### src/rtl/word_serializer_pkg.sv
// Shared types and defaults for the word serializer.
// Parity framing is enabled by defining WORD_SER_PARITY_EN.
package word_ser_pkg;

  localparam int DEF_WIDTH = 10;
  localparam int DEF_CNT_W = 5;

  typedef enum logic [1:0] {
    IDLE   = 2'd0,
    SHIFT  = 2'd1,
    PARITY = 2'd2
  } state_e;

  localparam logic [1:0] S_IDLE   = 2'(IDLE);
  localparam logic [1:0] S_SHIFT  = 2'(SHIFT);
  localparam logic [1:0] S_PARITY = 2'(PARITY);

endpackage

### src/rtl/word_serializer_if.sv
// Parallel word input handshake for the serializer.
// master = word source, slave = serializer.
interface word_serializer_if #(
  parameter int WIDTH = 10
);
  logic [WIDTH-1:0] in_data;
  logic             in_valid;
  logic             in_ready;

  modport master (
    output in_data,
    output in_valid,
    input  in_ready
  );

  modport slave (
    input  in_data,
    input  in_valid,
    output in_ready
  );
endinterface

### src/rtl/word_serializer_popcount.sv
// Combinational ones count of a word.
// Result is unsigned and zero-extended to CNT_W.
module popcount #(
  parameter int WIDTH = 10,
  parameter int CNT_W = 5
) (
  input  logic [WIDTH-1:0] data,
  output logic [CNT_W-1:0] cnt
);

  always_comb begin
    cnt = '0;
    for (int i = 0; i < WIDTH; i++) begin
      cnt = cnt + CNT_W'(data[i]);
    end
  end

endmodule

### src/rtl/word_serializer.sv
// Parallel-to-serial MSB-first shifter with per-word popcount.
// Define WORD_SER_PARITY_EN to append an even-parity bit to each frame.
module word_serializer
  import word_ser_pkg::*;
#(
  parameter int WIDTH = DEF_WIDTH,
  parameter int CNT_W = DEF_CNT_W
) (
  input  logic               clk,
  input  logic               rst,
  word_serializer_if.slave   in_if,
  output logic               ser_bit,
  output logic               ser_valid,
  output logic               ser_last,
  output logic [CNT_W-1:0]   ones_cnt,
  output logic               ones_valid,
  output logic               busy
);

  localparam int IW = (WIDTH > 2) ? $clog2(WIDTH) : 1;

`ifdef WORD_SER_PARITY_EN
  localparam bit PAR_EN = 1'b1;
`else
  localparam bit PAR_EN = 1'b0;
`endif

  logic [1:0]       state;
  logic [WIDTH-1:0] sreg;
  logic [IW-1:0]    idx;
  logic             par;
  logic [CNT_W-1:0] pc;
  logic             accept;

  popcount #(
    .WIDTH (WIDTH),
    .CNT_W (CNT_W)
  ) u_pop (
    .data (in_if.in_data),
    .cnt  (pc)
  );

  // ser_last is registered, so ready stays glitch-free
  assign in_if.in_ready = (state == S_IDLE) || ser_last;
  assign accept = in_if.in_valid && in_if.in_ready;
  assign busy = (state != S_IDLE);

  always_ff @(posedge clk) begin
    if (rst) begin
      state      <= S_IDLE;
      sreg       <= '0;
      idx        <= '0;
      par        <= 1'b0;
      ser_bit    <= 1'b0;
      ser_valid  <= 1'b0;
      ser_last   <= 1'b0;
      ones_cnt   <= '0;
      ones_valid <= 1'b0;
    end else begin
      ones_valid <= 1'b0;
      if (accept) begin
        state      <= S_SHIFT;
        ser_bit    <= in_if.in_data[WIDTH-1];
        sreg       <= {in_if.in_data[WIDTH-2:0], 1'b0};
        idx        <= IW'(WIDTH - 1);
        par        <= ^in_if.in_data;
        ser_valid  <= 1'b1;
        ser_last   <= 1'b0;
        ones_cnt   <= pc;
        ones_valid <= 1'b1;
      end else begin
        case (state)
          S_SHIFT: begin
            if (idx != '0) begin
              idx      <= idx - IW'(1);
              ser_bit  <= sreg[WIDTH-1];
              sreg     <= {sreg[WIDTH-2:0], 1'b0};
              ser_last <= !PAR_EN && (idx == IW'(1));
            end else if (PAR_EN) begin
              state    <= S_PARITY;
              ser_bit  <= par;
              ser_last <= 1'b1;
            end else begin
              state     <= S_IDLE;
              ser_bit   <= 1'b0;
              ser_valid <= 1'b0;
              ser_last  <= 1'b0;
            end
          end
          default: begin
            state     <= S_IDLE;
            idx       <= '0;
            ser_bit   <= 1'b0;
            ser_valid <= 1'b0;
            ser_last  <= 1'b0;
          end
        endcase
      end
    end
  end

endmodule

### src/flat_wrapper.sv
// flat-port wrapper written by rule: the top's interface ports become plain ports
module word_serializer_flat import word_ser_pkg::*;
#(
  parameter int WIDTH = DEF_WIDTH,
  parameter int CNT_W = DEF_CNT_W
)
  (clk, rst, ser_bit, ser_valid, ser_last, ones_cnt, ones_valid, busy, in_if_in_data, in_if_in_valid, in_if_in_ready);
  word_serializer_if #(.WIDTH(WIDTH)) in_if_i ();
  input  logic clk;
  input  logic rst;
  output logic ser_bit;
  output logic ser_valid;
  output logic ser_last;
  output logic [CNT_W-1:0] ones_cnt;
  output logic ones_valid;
  output logic busy;
  input wire logic [$bits(in_if_i.in_data)-1:0] in_if_in_data;
  input wire logic [$bits(in_if_i.in_valid)-1:0] in_if_in_valid;
  output wire logic [$bits(in_if_i.in_ready)-1:0] in_if_in_ready;
  assign in_if_i.in_data = in_if_in_data;
  assign in_if_i.in_valid = in_if_in_valid;
  assign in_if_in_ready = in_if_i.in_ready;
  word_serializer #(.WIDTH(WIDTH), .CNT_W(CNT_W)) u_core (.clk(clk), .rst(rst), .in_if(in_if_i), .ser_bit(ser_bit), .ser_valid(ser_valid), .ser_last(ser_last), .ones_cnt(ones_cnt), .ones_valid(ones_valid), .busy(busy));
endmodule
### config.mk
export PLATFORM = sky130hd
export DESIGN_NAME = word_serializer_flat
export DESIGN_NICKNAME = d
export VERILOG_FILES = /design/src/rtl/word_serializer_pkg.sv /design/src/rtl/word_serializer_if.sv /design/src/rtl/word_serializer_popcount.sv /design/src/rtl/word_serializer.sv /design/src/flat_wrapper.sv
export SDC_FILE = /design/constraint.sdc
export NUM_CORES = 1
export LEC_CHECK = 0
export CAP_MARGIN = 20
export CORE_AREA = 2 2 63 65
export CTS_CLUSTER_SIZE = 28
export DETAILED_ROUTE_END_ITERATION = 12
export DIE_AREA = 0 0 65 67
export GPL_ROUTABILITY_DRIVEN = 0
export SETUP_SLACK_MARGIN = 0.4
export SYNTH_ARGS = -nofsm -noshare
export SYNTH_HDL_FRONTEND = slang
export SYNTH_HIERARCHICAL = 1
export SYNTH_SLANG_ARGS = --single-unit
export TNS_END_PERCENT = 30
### constraint.sdc
create_clock -name clk -period 3 [get_ports clk]
set_input_delay 0.45 -clock clk [delete_from_list [all_inputs] [get_ports clk]]
set_output_delay 0.45 -clock clk [all_outputs]
set_load 0.1 [all_outputs]
==> results.md, run 1 <==
- Status: finished, final reports clean
- Final period util: 0.949
- Internal: 617 µW
- Cts hold-fix bufs: 0
- Tot GR Track Use: 0.143
- Worst r2r path cells: 5
- Post-synth top area share: 0.356
- CP cell instances: buf_6 > fa_1 > inv_1 > fa_1 > fa_1 > inv_1 > ha_2 > inv_2 > fa_2 > inv_1 > nand3_1 > a21oi_1
- Gate power share: 0.372
- Layout area overhead: 24.1%
- Required @ worst endpoint: 3160 ps
- Mapped Area: 1240 µm²
- Worst-path clk slew: 80 ps
- Critical path class: in -> reg
- Synth top area cells: dfxtp_1 36%, fa_1 9.7%, nand3_1 6.1%
- Initial cell density of the core: 0.343
- Worst rel slew slack: 0.567
- CTS tree: yes
- Crit-path slowest cell: fa_1
- CTS buffer count: 3
- CTS max path bufs: 2
- Mapped Cells: 141
- Syn nets: 164
- Worst-skew pair later-pin latency: 260 ps
- # nets final: 187
- Setup TNS: 0 ps
- Crit path depth: 12
- Leak pwr: 0.615 nW
- Htree depth: 1
- Boundary Pins: 24
- Drt drc: 0
- Final hold vios: 0
- Sequential Power Share: 0.344
- CP Buf/Inv Count: 5
- Most used DFF post-synth: dfxtp_1
- Met2 Usage GRT: 0.242
- Setup crit end kind: flip-flop
- # rows: 22
- Wirelength, routed: 2850 µm
- Share of post-route cells with drive strength above 1: 0.258
- Share of flip-flops with an asynchronous set or reset: 0
- Final setup margin: 154 ps
- Clk sinks: 22
- Antenna Nets Post-Route: 0
- Post-layout min period: 2850 ps
- Switch share: 0.373
- Antenna violations before repair: 0
- EDFF count, synth: 0
- First-pass GRT wire length: 4820 µm
- TritonRoute pass-1 iters: 5
- Drt wl/cell: 13.5 µm
- Worst Max-Slew Pin Slew: 647 ps
- WP data arrival: 3010 ps
- Share of power burned in the clock network: 0.284
- Number of diodes: 0
- CP max stage delay: 530 ps
- Number of synthesized register bits: 22
- Die Span X: 65 µm
- Sequential area share after synthesis: 0.356
- PortBufs: 23
- Cell taking the most area after synthesis: dfxtp_1
- Detailed Place HPWL: 2120 µm
- Met1 usage: 0.181
- Final setup fails: 0
- Met3 Resource Use GR: 0.0186
- Most used routing layer: met2
- Largest net degree at the start of global routing: 18
- Reported net switching power: 367 µW
- CP max FO: 2
- Vias in the first global route: 1,036
- Hold Path Class: in -> reg
- Power Density: 641 nW/µm²
- Pins Over Slew Limit: 0
- Core Util, Final: 0.426
- Core ar.: 3610 µm²
- Commonest cells in the netlist: 22 x dfxtp_1, 17 x inv_1, 15 x nand3_1, 13 x o21ai_0
- Synth Warn #: 6
- Peak VDD IR: 0.000182 V
- Synth unique cells: 31
- Synth Area per Inst: 8.78 µm²
- RSZ-0062 raised after global routing: true
- Setup crit start kind: input port
- Number of vias per cell: 5.01
- Maxcap violations: 0
- Pre-CTS setup slack: -532 ps
- Fmax: 351 MHz
- Via count: 1,058
- Die height: 67 µm
- CP top delay family: adder cells
- CTS Root Cell: clkbuf_8
- Most common cell in the netlist: dfxtp_1
- Clk_skew: 2.86 ps
- Die area: 4360 µm²
- DRT iter0 DRCs: 81
- Min-Delay Path Depth: 3
- GRT Residual Overflow: 0
stage by stage:
step | power, mW | cells | cell area (µm²) | hold slack, ps
finish | 0.984 | 211 | 1540 | 459
global route | 1.04 | 211 | 1540 | 450
global placement | 0.693 | 206 | 1470 | 463
detailed placement | 0.706 | 206 | 1470 | 471
CTS | 0.996 | 211 | 1530 | 475
floorplan | 0.626 | 141 | 1240 | 452
power groups by stage:
stage	clock network (mW)	registers (mW)	logic (mW)
finish	0.280	0.338	0.366
global route	0.305	0.342	0.398
CTS	0.292	0.338	0.366
detailed placement	0	0.345	0.362
global placement	0	0.344	0.349
floorplan	0	0.434	0.191
layout make-up:
type	count	area, µm²
Fill cell	367	2070
Multi-Input combinational cell	88	653
Sequential cell	22	440
Timing Repair Buffer	30	238
Inverter	19	72.6
Tap cell	48	60.1
Clock buffer	3	41.3
Clock inverter	1	30.0
sequential cells by signal (all words and copies together), names as in the netlist:
register / flops
u_core/idx: 4
u_core/ones_cnt: 5
u_core/sreg: 9
u_core/ser_bit: 1
u_core/state: 1
u_core/ones_valid: 1
u_core/ser_last: 1
logic make-up (layout without fill, tap and decap cells):
logic type / after synthesis / after routing / synth area share
xor gates and xnor gates: 4 / 4 / 0.0283
adders and majority gates: 10 / 10 / 0.138
and+or+nand+nor: 38 / 38 / 0.168
buffers and inverters: 31 / 53 / 0.123
other: 1 / 1 / 0.00303
AOI/OAI and AO/OA: 35 / 35 / 0.184
DFF: 22 / 22 / 0.356
layer usage:
layer / share of wire / vias to the layer above
li1: - / 529
met1: 0.44 / 507
met2: 0.51 / 20
met3: 0.037 / 2
met4: 0.0095 / 0
met5: 0 / -
worst min-delay path: stages:
cell and delay, ps:
buf_6 100, nand3_1 70, a21oi_1 60
cell usage in the layout (no fill, tap or decap):
master,count
ha_1,3
and2b_1,1
nand2b_1,1
fa_2,1
buf_6,2
buf_4,18
nor3_1,9
xnor2_1,3
dfxtp_1,22
nand2_2,2
fa_1,5
nor3b_2,1
inv_1,13
buf_2,4
o221ai_1,1
inv_2,5
o21ai_0,13
a311oi_1,8
xor2_1,1
or3b_4,1
a21oi_1,8
a21oi_2,1
o2111ai_1,1
a2111oi_2,1
clkinv_2,1
ha_2,1
nand3_1,15
nand2_1,2
o31ai_1,2
or3_1,1
nor4_1,2
clkdlybuf4s50_1,6
conb_1,1
bufinv_16,1
nor2_1,3
clkbuf_8,3
path summary, 6_finish.rpt:
path,startpoint,to,slack [ps]
setup / recovery,in_if_in_data[9],u_core/ones_cnt[1]$_SDFFE_PP0P_,150
hold / removal,in_if_in_data[9],u_core/ser_bit$_SDFF_PP0_,460
hold reg to reg,u_core/ones_cnt[1]$_SDFFE_PP0P_,u_core/ones_cnt[1]$_SDFFE_PP0P_,480
setup reg to reg,u_core/idx[0]$_SDFFE_PP0P_,u_core/idx[1]$_SDFFE_PP0N_,1280
what timing repair did:
item,4_1_cts,5_1_grt
resized for setup,31,2
pin swaps,6,6
setup endpoints to repair,4,3
cloned,0,0
setup buffers,1,0
No activity file was read; power rests on OpenSTA's default activity.
==> run 2, diff against run 1 <==
--- a/config.mk
+++ b/config.mk
@@ -7,10 +7,11 @@
 export LEC_CHECK = 0
 export CAP_MARGIN = 20
 export CORE_AREA = 2 2 63 65
-export CTS_CLUSTER_SIZE = 28
+export CTS_CLUSTER_SIZE = 16
 export DETAILED_ROUTE_END_ITERATION = 12
 export DIE_AREA = 0 0 65 67
 export GPL_ROUTABILITY_DRIVEN = 0
+export PLACE_DENSITY = 0.58
 export SETUP_SLACK_MARGIN = 0.4
 export SYNTH_ARGS = -nofsm -noshare
 export SYNTH_HDL_FRONTEND = slang
==> results.md, run 2 (same netlist as run 1, synthesis figures left out) <==
- Finished Layout Cells: 211 (unchanged)
- Largest net degree at the start of global routing: 21 (was 18)
- CTS Root Cell: clkbuf_8 (unchanged)
- Setup TNS: 0 ps (unchanged)
- Pre-CTS setup slack: -526 ps (was -532 ps)
- Min-Delay Path Depth: 3 (unchanged)
- Worst-skew pair later-pin latency: 260 ps (about the same)
- Top routing layer in use: met4 (unchanged)
- # rows: 22 (unchanged)
- Via count: 1,074 (was 1,058)
- Number of diodes: 0 (unchanged)
- CP max FO: 2 (unchanged)
- GRT Residual Overflow: 0 (unchanged)
- Initial cell density of the core: 0.343 (unchanged)
- CP top delay family: adder cells (unchanged)
- Worst-path clk slew: 80 ps (about the same)
- Layout area overhead: 23.3% (was 24.1%)
- Met3 routed WL: 148 µm (was 106 µm)
- PortBufs: 23 (unchanged)
- Pins Over Slew Limit: 0 (unchanged)
- Core Util, Final: 0.423 (was 0.426)
- Tot GR Track Use: 0.144 (was 0.143)
- Boundary Pins: 24 (unchanged)
- Area after DPL: 1470 µm² (about the same)
- Commonest non-fill, non-tap cell in the layout: dfxtp_1 (unchanged)
- Worst Hold Launch: in_if_in_data[9] (unchanged)
- Clk sinks: 22 (unchanged)
- DRT iter0 DRCs: 106 (was 81)
- Final hold vios: 0 (unchanged)
- Antenna violations before repair: 0 (unchanged)
- Fill cells: 360 (was 367)
- Setup crit end kind: flip-flop (unchanged)
- Setup crit start kind: input port (unchanged)
- CP cell instances: buf_6 > fa_1 > inv_2 > fa_1 > fa_1 > inv_1 > ha_2 > inv_2 > fa_2 > inv_1 > nand3_1 > a21oi_1 (was buf_6 > fa_1 > inv_1 > fa_1 > fa_1 > inv_1 > ha_2 > inv_2 > fa_2 > inv_1 > nand3_1 > a21oi_1)
- Die Span X: 65 µm (unchanged)
- Core ar.: 3610 µm² (unchanged)
- Leak pwr: 0.612 nW (was 0.615 nW)
- Crit-path slowest cell: fa_1 (unchanged)
- Final setup margin: 114 ps (was 154 ps)
- Detailed Place HPWL: 2120 µm (about the same)
- Die area: 4360 µm² (unchanged)
- Finished Cell Area: 1530 µm² (was 1540 µm²)
- CTS tree: yes (unchanged)
- Top Registers: u_core/sreg x9, u_core/ones_cnt x5, u_core/idx x4 (unchanged)
- Final setup fails: 0 (unchanged)
- FF-to-FF setup slack: 1240 ps (was 1280 ps)
- Most common cell on crit path: fa_1
- TritonRoute pass-1 iters: 4 (was 5)
- Crit path depth: 12 (unchanged)
- Drt wl/cell: 13.7 µm (was 13.5 µm)
- Drt drc: 0 (unchanged)
- CTS buffer count: 3 (unchanged)
- Clk_skew: 2.68 ps (was 2.86 ps)
- CTS max path bufs: 2 (unchanged)
- Fmax: 347 MHz (was 351 MHz)
- Worst Max-Slew Pin Slew: 641 ps (was 647 ps)
- Crit Reg-Reg Startpoint: u_core/idx[0]$_SDFFE_PP0P_ (unchanged)
- Worst r2r path cells: 5 (unchanged)
- Hold WS: 480 ps (was 459 ps)
- # nets final: 187 (unchanged)
- Die height: 67 µm (unchanged)
- Wirelength, routed: 2890 µm (was 2850 µm)
- Hold Path End: u_core/ser_bit$_SDFF_PP0_ (unchanged)
- Reg with most FFs: u_core/sreg (unchanged)
- Required @ worst endpoint: 3150 ps (was 3160 ps)
- Final period util: 0.962 (was 0.949)
- Crit path from: in_if_in_data[5] (was in_if_in_data[9])
- Status: finished, final reports clean (unchanged)
- Met2 WL: 1430 µm (was 1470 µm)
- RSZ-0062 raised after global routing: true (unchanged)
- WP data arrival: 3040 ps (was 3010 ps)
- CP Buf/Inv Count: 5 (unchanged)
- Maxcap violations: 0 (unchanged)
- R2R Path End: u_core/sreg[2]$_SDFFE_PP0P_ (was u_core/idx[1]$_SDFFE_PP0N_)
- Tot Pwr: 981 µW (was 984 µW)
- CP max stage delay: 550 ps (was 530 ps)
- Commonest cells after routing, fill and taps aside: 22 x dfxtp_1, 18 x buf_4, 15 x nand3_1, 13 x o21ai_0, 12 x inv_1 (was 22 x dfxtp_1, 18 x buf_4, 15 x nand3_1, 13 x inv_1, 13 x o21ai_0)
- Number of vias per cell: 5.09 (was 5.01)
- Antenna Nets Post-Route: 0 (unchanged)
- Met1 WL: 1290 µm (was 1250 µm)
- Hold Path Class: in -> reg (unchanged)
- Critical path class: in -> reg (unchanged)
- Max reg flops: 9 (unchanged)
- Post-layout min period: 2890 ps (was 2850 ps)
- Vias in the first global route: 1,001 (was 1,036)
- Multi-input gate area: 649 µm² (was 653 µm²)
- Register area: 440 µm² (unchanged)
- First-pass GRT wire length: 4710 µm (was 4820 µm)
- Share of post-route cells with drive strength above 1: 0.258 (unchanged)
- Worst rel slew slack: 0.571 (was 0.567)
- Htree depth: 1 (unchanged)
- Peak VDD IR: 0.000183 V (was 0.000182 V)
- Placed Cells: 207 (was 206)
- Power Density: 643 nW/µm² (was 641 nW/µm²)
==> run 2: cell counts in the layout (fill, tap and decap cells not counted) <==
Identical to the previous run, type by type.
==> run 2: report_power, final <==
| group | switching (mW) | internal (mW) | leakage [nW] |
|---|---|---|---|
| Clock | 0.103 | 0.178 | 0.0357 |
| Sequential | 0.0141 | 0.320 | 0.181 |
| Combinational | 0.248 | 0.118 | 0.395 |
| Total | 0.365 | 0.616 | 0.612 |
==> run 2: worst max-delay path by stage <==
stage	endpoint	slack [ps]
6_report	u_core/ones_cnt[1]$_SDFFE_PP0P_	110
5_1_grt	u_core/ones_cnt[2]$_SDFFE_PP0P_	30
4_1_cts	u_core/ones_cnt[1]$_SDFFE_PP0P_	90
3_5_place_dp	u_core/ones_cnt[2]$_SDFFE_PP0P_	-530
3_3_place_gp	u_core/ones_cnt[2]$_SDFFE_PP0P_	-470
2_1_floorplan	u_core/ones_cnt[2]$_SDFFE_PP0P_	70
==> run 2: per-layer routing <==
| layer | vias up | GRT usage |
|---|---|---|
| li1 | 532 | - |
| met1 | 517 | 0.189 |
| met2 | 23 | 0.227 |
| met3 | 2 | 0.0287 |
| met4 | 0 | 0.0665 |
| met5 | - | 0 |
==> run 2: area by class of cell <==
type / count / area share
Clock inverter: 1 / 0.0197
Tap cell: 48 / 0.0394
Inverter: 19 / 0.0476
Sequential cell: 22 / 0.289
Clock buffer: 3 / 0.0271
Multi-Input combinational cell: 88 / 0.426
Timing Repair Buffer: 30 / 0.152
==> run 2: repair_timing <==
item,in CTS,in global routing
gates cloned,0,0
pin swaps,7,2
resized for setup,32,0
hold buffers,0,0
setup buffers,0,0
setup endpoints to repair,4,3
==> run 2: worst reg2reg max path, cell delays in order (launching register included) <==
cell and delay, ps:
dfxtp_1 330, inv_1 90, ha_1 200, nor3b_2 570, o21ai_0 170, a311oi_1 300
==> run 3, diff against run 2 <==
--- a/config.mk
+++ b/config.mk
@@ -11,7 +11,6 @@
 export DETAILED_ROUTE_END_ITERATION = 12
 export DIE_AREA = 0 0 65 67
 export GPL_ROUTABILITY_DRIVEN = 0
-export PLACE_DENSITY = 0.58
 export SETUP_SLACK_MARGIN = 0.4
 export SYNTH_ARGS = -nofsm -noshare
 export SYNTH_HDL_FRONTEND = slang
==> results of run 3 <==
No change in the layout: final DEF, timing and power equal those of run 1.
